### config.mk
export PLATFORM = sky130hd
export DESIGN_NAME = stopwatch_ctrl
export DESIGN_NICKNAME = d
export VERILOG_FILES = /design/src/rtl/stopwatch_pkg.sv /design/src/rtl/key_debounce.sv /design/src/rtl/stopwatch_ctrl.sv
export SDC_FILE = /design/constraint.sdc
export NUM_CORES = 1
export LEC_CHECK = 0
export ABC_CLOCK_PERIOD_IN_PS = 2100
export BUFFER_PORTS_ARGS = -buffer_cell sky130_fd_sc_hd__buf_2
export CORE_ASPECT_RATIO = 0.5
export CORE_UTILIZATION = 58
export DETAILED_ROUTE_END_ITERATION = 8
export PLACE_DENSITY = 0.83
export SLEW_MARGIN = 20
export SYNTH_ARGS = -nofsm -noshare
export SYNTH_HDL_FRONTEND = slang
export SYNTH_SLANG_ARGS = --single-unit
### constraint.sdc
create_clock -name CLOCK_50 -period 2.1 [get_ports CLOCK_50]
set_input_delay 0.105 -clock CLOCK_50 [delete_from_list [all_inputs] [get_ports CLOCK_50]]
set_output_delay 0.105 -clock CLOCK_50 [all_outputs]
set_load 0.03 [all_outputs]
### src/rtl/stopwatch_pkg.sv
// Shared constants and FSM state encoding for the stopwatch controller.
package stopwatch_pkg;

  localparam int CNT_W = 16;

  typedef enum logic [1:0] {
    ST_IDLE  = 2'b00,
    ST_RUN   = 2'b01,
    ST_PAUSE = 2'b10,
    ST_DONE  = 2'b11
  } state_e;

endpackage

### src/rtl/key_debounce.sv
// Raw active-low key -> 2-FF synchroniser -> hold-time debouncer -> one-clock press pulse.
module key_debounce #(
  parameter logic [15:0] DEB_CYCLES = 16'd50000
) (
  input  logic CLOCK_50,
  input  logic reset,
  input  logic key_n,
  output logic press_p
);

  logic        s1_q, s1_d;
  logic        s2_q, s2_d;
  logic        level_q, level_d;
  logic        prev_q, prev_d;
  logic [15:0] cnt_q, cnt_d;

  // NOTE: every variable gets a default before any branch so no latch is inferred.
  always_comb begin
    s1_d    = key_n;
    s2_d    = s1_q;
    prev_d  = level_q;
    level_d = level_q;
    cnt_d   = cnt_q;
    if (s2_q == level_q) begin
      cnt_d = '0;
    end else if (cnt_q == DEB_CYCLES - 16'd1) begin
      level_d = s2_q;
      cnt_d   = '0;
    end else begin
      cnt_d = cnt_q + 16'd1;
    end
  end

  // Everything resets to "key released" so no spurious press follows reset.
  // NOTE: sequential state uses non-blocking assignments so all flops sample pre-edge values.
  always_ff @(posedge CLOCK_50 or posedge reset) begin
    if (reset) begin
      s1_q    <= 1'b1;
      s2_q    <= 1'b1;
      level_q <= 1'b1;
      prev_q  <= 1'b1;
      cnt_q   <= '0;
    end else begin
      s1_q    <= s1_d;
      s2_q    <= s2_d;
      level_q <= level_d;
      prev_q  <= prev_d;
      cnt_q   <= cnt_d;
    end
  end

  assign press_p = prev_q & ~level_q;

endmodule

### src/rtl/stopwatch_ctrl.sv
// Start/stop/clear controller for the stopwatch counter chain.
// Optional lap/freeze display feature enabled by defining STOPWATCH_LAP_EN.
module stopwatch_ctrl #(
  parameter int                 CNT_W      = stopwatch_pkg::CNT_W,
  parameter logic [15:0]        DEB_CYCLES = 16'd50000,
  parameter logic [CNT_W-1:0]   MAX_COUNT  = CNT_W'(9999),
  parameter bit                 WRAP       = 1'b0
) (
  input  logic             CLOCK_50,
  input  logic             reset,
  input  logic             tick,
  input  logic             btn_start_n,
  input  logic             btn_clear_n,
  input  logic             btn_lap_n,
  input  logic [CNT_W-1:0] count_val,
  output logic             cnt_en,
  output logic             cnt_clr,
  output logic [CNT_W-1:0] disp_val,
  output logic [1:0]       state,
  output logic             lap_active
);
  import stopwatch_pkg::*;

  logic   start_p, clear_p;
  logic   terminal, run_term;
  state_e state_q, state_d;

  key_debounce #(.DEB_CYCLES(DEB_CYCLES)) u_start (
    .CLOCK_50(CLOCK_50), .reset(reset), .key_n(btn_start_n), .press_p(start_p)
  );

  key_debounce #(.DEB_CYCLES(DEB_CYCLES)) u_clear (
    .CLOCK_50(CLOCK_50), .reset(reset), .key_n(btn_clear_n), .press_p(clear_p)
  );

  // Out-of-range feedback is treated as already terminal.
  assign terminal = (count_val >= MAX_COUNT);
  assign run_term = (state_q == ST_RUN) & tick & terminal;

  always_comb begin
    state_d = state_q;
    if (clear_p) begin
      state_d = ST_IDLE;
    end else begin
      unique case (state_q)
        ST_IDLE:  if (start_p) state_d = ST_RUN;
        ST_RUN: begin
          if (start_p)                 state_d = ST_PAUSE;
          else if (run_term && !WRAP)  state_d = ST_DONE;
        end
        ST_PAUSE: if (start_p) state_d = ST_RUN;
        ST_DONE:  state_d = ST_DONE;
        default:  state_d = ST_IDLE;
      endcase
    end
  end

  always_ff @(posedge CLOCK_50 or posedge reset) begin
    if (reset) state_q <= ST_IDLE;
    else       state_q <= state_d;
  end

  assign state   = state_q;
  assign cnt_en  = (state_q == ST_RUN) & tick & ~terminal & ~clear_p;
  assign cnt_clr = clear_p | (WRAP & run_term);

`ifdef STOPWATCH_LAP_EN
  logic             lap_p;
  logic             lap_active_q, lap_active_d;
  logic [CNT_W-1:0] hold_q, hold_d;

  key_debounce #(.DEB_CYCLES(DEB_CYCLES)) u_lap (
    .CLOCK_50(CLOCK_50), .reset(reset), .key_n(btn_lap_n), .press_p(lap_p)
  );

  always_comb begin
    lap_active_d = lap_active_q;
    hold_d       = hold_q;
    if (clear_p) begin
      lap_active_d = 1'b0;
    end else if (lap_p && (state_q == ST_RUN || state_q == ST_PAUSE)) begin
      lap_active_d = ~lap_active_q;
      if (!lap_active_q) hold_d = count_val;
    end
  end

  always_ff @(posedge CLOCK_50 or posedge reset) begin
    if (reset) begin
      lap_active_q <= 1'b0;
      hold_q       <= '0;
    end else begin
      lap_active_q <= lap_active_d;
      hold_q       <= hold_d;
    end
  end

  assign lap_active = lap_active_q;
  assign disp_val   = lap_active_q ? hold_q : count_val;
`else
  logic unused_lap;
  assign unused_lap = btn_lap_n;
  assign lap_active = 1'b0;
  assign disp_val   = count_val;
`endif

endmodule

==> results of run 1 <==
==> final cells by class <==
class                   count  area, µm²  share of cell area
repair buffers             44        238              0.0991
clock inverters             1       30.0              0.0125
flip-flops and latches     42       1060               0.442
clock buffers               7       86.3              0.0360
multi-input cells         143        893               0.372
well taps                  51       63.8              0.0266
inverters                   7       26.3              0.0110
==> registers in the layout, indices dropped and copies added, names as in the netlist <==
name,cells
state,2
u_clear.cnt_q,16
u_clear.level_q,1
u_clear.prev_q,1
u_clear.s1_q,1
u_clear.s2_q,1
u_start.cnt_q,16
u_start.level_q,1
u_start.prev_q,1
u_start.s1_q,1
u_start.s2_q,1
==> report_power, final <==
part           total, mW  internal [mW]  switching (mW)  leakage [nW]
combinational      0.123         0.0401          0.0828         0.412
sequential         0.839          0.825          0.0145         0.548
clock              0.653          0.388           0.265        0.0585
total               1.62           1.25           0.363          1.02
==> cell usage in the layout (no fill, tap or decap), types with 4 or more instances in the layout <==
master,netlist,routed
and3_1,4,4
buf_2,1,40
clkbuf_8,0,6
dfrtp_1,34,34
dfstp_2,8,8
inv_1,7,7
nand2_1,10,10
nand3_1,9,9
nand4_1,13,13
nor2_1,35,35
nor3_1,5,5
nor4_1,11,11
xnor2_1,23,23
xor2_1,6,6
==> stage by stage <==
step | cell area (µm²) | util
2_1_floorplan | 2120 | -
3_3_place_gp | 2250 | 0.649
3_5_place_dp | 2250 | 0.649
4_1_cts | 2400 | 0.691
5_1_grt | 2400 | 0.691
6_report | 2400 | 0.691
==> per-layer routing <==
metal	up-vias	global-route usage	share of wire
li1	777	-	-
met1	765	0.260	0.45
met2	70	0.359	0.48
met3	4	0.0530	0.057
met4	0	0.118	0.012
met5	-	0	0
==> cells by family (layout without fill, tap and decap cells) <==
logic type | Yosys count | count (layout) | synth area share
and+or+nand+nor | 101 | 101 | 0.254
adders and majority gates | 2 | 2 | 0.0118
buffers and inverters | 26 | 59 | 0.0785
xor gates and xnor gates | 29 | 29 | 0.120
AOI/OAI and AO/OA | 7 | 7 | 0.0189
muxes | 3 | 3 | 0.0153
other | 1 | 1 | 0.00177
DFF | 42 | 42 | 0.500
==> timing repair <==
item	4_1_cts	5_1_grt
endpoints found under the setup margin	0	0
hold endpoints to repair	36	0
hold buffers	3	0
==> path summary, 6_finish.rpt <==
path / from / to / slack, ns / cells past startpoint
setup / recovery: u_clear.cnt_q[0] / u_clear.cnt_q[6] / 0.36 / 5
hold / removal: tick / state[1] / 0.11 / 3
setup reg to reg: u_clear.cnt_q[0] / u_clear.cnt_q[6] / 0.36 / 5
hold reg to reg: u_clear.s1_q / u_clear.s2_q / 0.36 / 0
max in group asynchronous: reset / u_start.s2_q / 1.25 / 4
min in group asynchronous: reset / u_clear.cnt_q[5] / 0.47 / 4
==> worst min-delay path, cell delays in order <==
cell	delay, ns
buf_2	0.10
o211ai_1	0.08
a21oi_1	0.07
==> impl_metrics.toml, run 1 <==
[placement]
placedCellCount = 284
detailed_place_hpwl_um = 2670
port_buffers = 40
pre_cts_ws_ns = 0.380
place.gp.congestion = 0.823

[power_and_ir_drop]
p_leak_nw = 1.02
peakVddDrop_v = 0.000395
finalPower_mw = 1.62
power.density_nw_per_um2 = 673

[layout]
diodes = 0
layoutNonFillerInstCount = 295
finalNetCount = 267
drive_gt1_frac = 0.254
num-fill-cells = 243
area.growth.synth_to_final_pct = 13.1

[die]
core-area_um2 = 3470
dieArea_um2 = 3920
row_count = 15
initial_utilization = 0.611
pin_count = 43
fp.dieH_um = 44.8
die_w_um = 87.5

[critical_path]
cp_data_arrival_time_ns = 1.90
critPathBufInv = 0
crit_type = "reg -> reg"
worstPathRequired_ns = 2.25
critPathSlowestCell = "nand2_1"
max_stage_delay_ns = 0.43
path_max_fanout = 15
cp-end-kind = "flip-flop"
crit_chain = "ha_1 -> and4_1 -> nand4_1 -> nand2_1 -> nor2_1"
critical_path.top_delay_family = "simple AND/OR/NAND/NOR gates"
cp-start-kind = "flip-flop"

[worst_hold_path]
hold_path_class = "in -> reg"

[drt]
drt_iter0_markers = 73
drtAntennaViolNets = 0
routed_wl_um = 3910
vias_per_cell = 5.48
wl_per_cell_um = 13.2
vias = 1616
route.detailed.drc = 0
dr.pass1.iters = 4

[synth]
synth_seq_cells = 42
yosys-top-cells-count = "nor2_1 (35), dfrtp_1 (34), xnor2_1 (23)"
synth-async-reset-ratio = 1.00
ys_types = 30
syn_inst = 211
synth_warnings = 0
synth-edff-count = 0
synth_nets = 235
ys_top_cells_by_area = "dfrtp_1 (40%), dfstp_2 (9.9%), xnor2_1 (9.5%)"
synth-seq-area-share = 0.500
syn_area_um2 = 2120
yosysTopAreaCell = "dfrtp_1"
synth_most_common_cell = "nor2_1"
syn_avg_cell_area_um2 = 10.1
netlist.area_leader.share = 0.401
ys.flop_type = "dfrtp_1"

[grt]
grt_overflow = 0
grt_pass1_wl_um = 6090
grtUsageTotal = 0.213
antenna_found_initial = 0
grt_max_degree = 43
grt_pass1_vias = 1382

[cts]
cts_num_sinks = 42
cts_root_buffer = "clkbuf_8"
cts_inserted_buffers = 5
cts_max_path_buffers = 2
path_clk_slew_ns = 0.08
insertion_delay_ns = 0.29
cts_setup_buffers = 0
post_cts_resized = 0
cts.htree.levels = 2
cts_tree = "done"

[outcome]
status = "finished, final reports clean"

[sta]
rsz0062_at_grt = "no"
drv_slew = 0
worst_slack_ns = 0.359
whs_ns = 0.106
finalHoldViolations = 0
fmax_ghz = 0.574
finalCritPeriodShare = 0.829
finClkSkew_ns = 0.0109
setup_violations = 0
finalCriticalPeriod_ns = 1.74
worst_pin_slew_ns = 0.509
max_slew_margin = 0.661
finalSetupTns_ns = 0

[flow_run]
cap_violations = 0
Note: power is estimated with default switching activity, not from simulation.
==> run 2, diff against run 1 <==
- ABC_CLOCK_PERIOD_IN_PS: 2100 -> 1800
- CORE_UTILIZATION: 58 -> 54
- PLACE_DENSITY: 0.83 -> 0.78
- clock period: 2.1 -> 1.8 ns (I/O delays scaled with it)
==> impl_metrics.toml, run 2 (synthesis gave the netlist of run 1 again) <==
[drt]
route.detailed.drc = 0
routed_wl_um = 3700
met2_length_um = 1780
wl_per_cell_um = 12.5
drtAntennaViolNets = 0
top_layer = "met4"
vias = 1543
met1_length_um = 1730
vias_per_cell = 5.21
drt_iter0_markers = 52
dr.pass1.iters = 4
met3_length_um = 121

[sta]
fmax_ghz = 0.615
finalCritPeriodShare = 0.904
finClkSkew_ns = 0.00684
finalSetupTns_ns = 0
rsz0062_at_grt = "no"
worst_slack_ns = 0.173
finalHoldViolations = 0
finalCriticalPeriod_ns = 1.63
setup_violations = 0
drv_slew = 0

[cts]
cts_inserted_buffers = 5
cts_tree = "done"
path_clk_slew_ns = 0.08
cts_root_buffer = "clkbuf_8"
cts.htree.levels = 2
cts_max_path_buffers = 2
insertion_delay_ns = 0.29
cts_num_sinks = 42
cts_setup_buffers = 0

[grt]
grt_pass1_wl_um = 5880
grt_overflow = 0
grt_pass1_vias = 1321
grt_max_degree = 43
antenna_found_initial = 0
grtUsageTotal = 0.188

[layout]
final_cell_mix = "buf_2 (40), nor2_1 (35), dfrtp_1 (34)"
mostFrequentLayoutCell = "buf_2"
area.growth.synth_to_final_pct = 14.2
num-fill-cells = 285
drive_gt1_frac = 0.265
design_area_um2 = 2420
diodes = 0
finalNetCount = 268

[die]
row_count = 15
core-area_um2 = 3580
fp.dieH_um = 46.3
pin_count = 43
die_w_um = 90.6
initial_utilization = 0.592
dieArea_um2 = 4200

[placement]
placed_area_um2 = 2280
detailed_place_hpwl_um = 2670
port_buffers = 40
place.gp.congestion = 0.813
pre_cts_ws_ns = 0.169

[critical_path]
crit_chain = "ha_1 -> nand4_1 -> nor4_1 -> xnor2_1 -> nor2_1"
path_max_fanout = 5
timing.rr.end = "u_start.cnt_q[12]"
crit_type = "reg -> reg"
cp_data_arrival_time_ns = 1.81
critPathSlowestCell = "nor4_1"
cp-end-kind = "flip-flop"
r2r_slack_ns = 0.17
cp-start-kind = "flip-flop"
worstPathRequired_ns = 1.98
max_stage_delay_ns = 0.43
reg2regPathDepth = 5
timing.rr.start = "u_start.cnt_q[0]"

[worst_hold_path]
hold_path_startpoint = "tick"
worstHoldPathCells = 3
hold_path_class = "in -> reg"
hold_path_end = "state[1]"

[power_and_ir_drop]
peakVddDrop_v = 0.000469
p_leak_nw = 1.02
power.density_nw_per_um2 = 765
finalPower_mw = 1.85

[flow_run]
cap_violations = 0

[outcome]
status = "finished, final reports clean"
run 2: critical path: cells and delay by family (launching register included):
kind / cells / cell delay (ns)
AND/OR/NAND/NOR: 3 / 0.70
adder cells (fa/ha/maj): 1 / 0.24
XOR/XNOR: 1 / 0.18
flip-flops: 1 / 0.40
run 2: how the worst max path moves through the flow:
| stage | from | endpoint | slack (ns) | cells after the start |
|---|---|---|---|---|
| after floorplan | u_clear.level_q | cnt_en | 0.30 | 2 |
| after global placement | u_start.cnt_q[0] | u_start.cnt_q[12] | 0.21 | 5 |
| after detailed placement | u_start.cnt_q[0] | u_start.cnt_q[10] | 0.17 | 5 |
| after CTS | u_start.cnt_q[0] | u_start.cnt_q[10] | 0.17 | 5 |
| after global routing | u_start.cnt_q[0] | u_start.cnt_q[12] | 0.01 | 5 |
| final | u_start.cnt_q[0] | u_start.cnt_q[12] | 0.17 | 5 |
run 2: final cells by class:
class	count	area [µm²]	area share
Clock buffer	6	72.6	0.0300
Clock inverter	2	37.5	0.0155
Inverter	7	26.3	0.0109
Multi-Input combinational cell	143	902	0.373
Sequential cell	42	1060	0.438
Tap cell	51	63.8	0.0264
Timing Repair Buffer	45	258	0.106
run 2: power breakdown:
| group | switching [mW] | internal [mW] |
|---|---|---|
| clock network | 0.312 | 0.414 |
| registers | 0.0153 | 0.962 |
| logic | 0.0981 | 0.0516 |
| total | 0.425 | 1.43 |
run 2: timing repair:
item | 4_1_cts | 5_1_grt
hold endpoints to repair | 36 | 0
gates resized for setup | 0 | 1
hold buffers | 3 | 0
setup endpoints to repair | 0 | 8
run 2: per-stage QoR:
step | util | cells | hold slack (ns)
floorplan | - | 211 | 0.0945
global placement | 0.636 | 285 | 0.195
detailed placement | 0.636 | 285 | 0.197
CTS | 0.675 | 296 | 0.0641
global route | 0.675 | 296 | 0.0956
finish | 0.675 | 296 | 0.0770
run 2: metal layers:
metal  GRT usage  vias up
met5           0        -
met1       0.246      739
li1            -      774
met3      0.0446        7
met2       0.297       23
met4       0.106        0
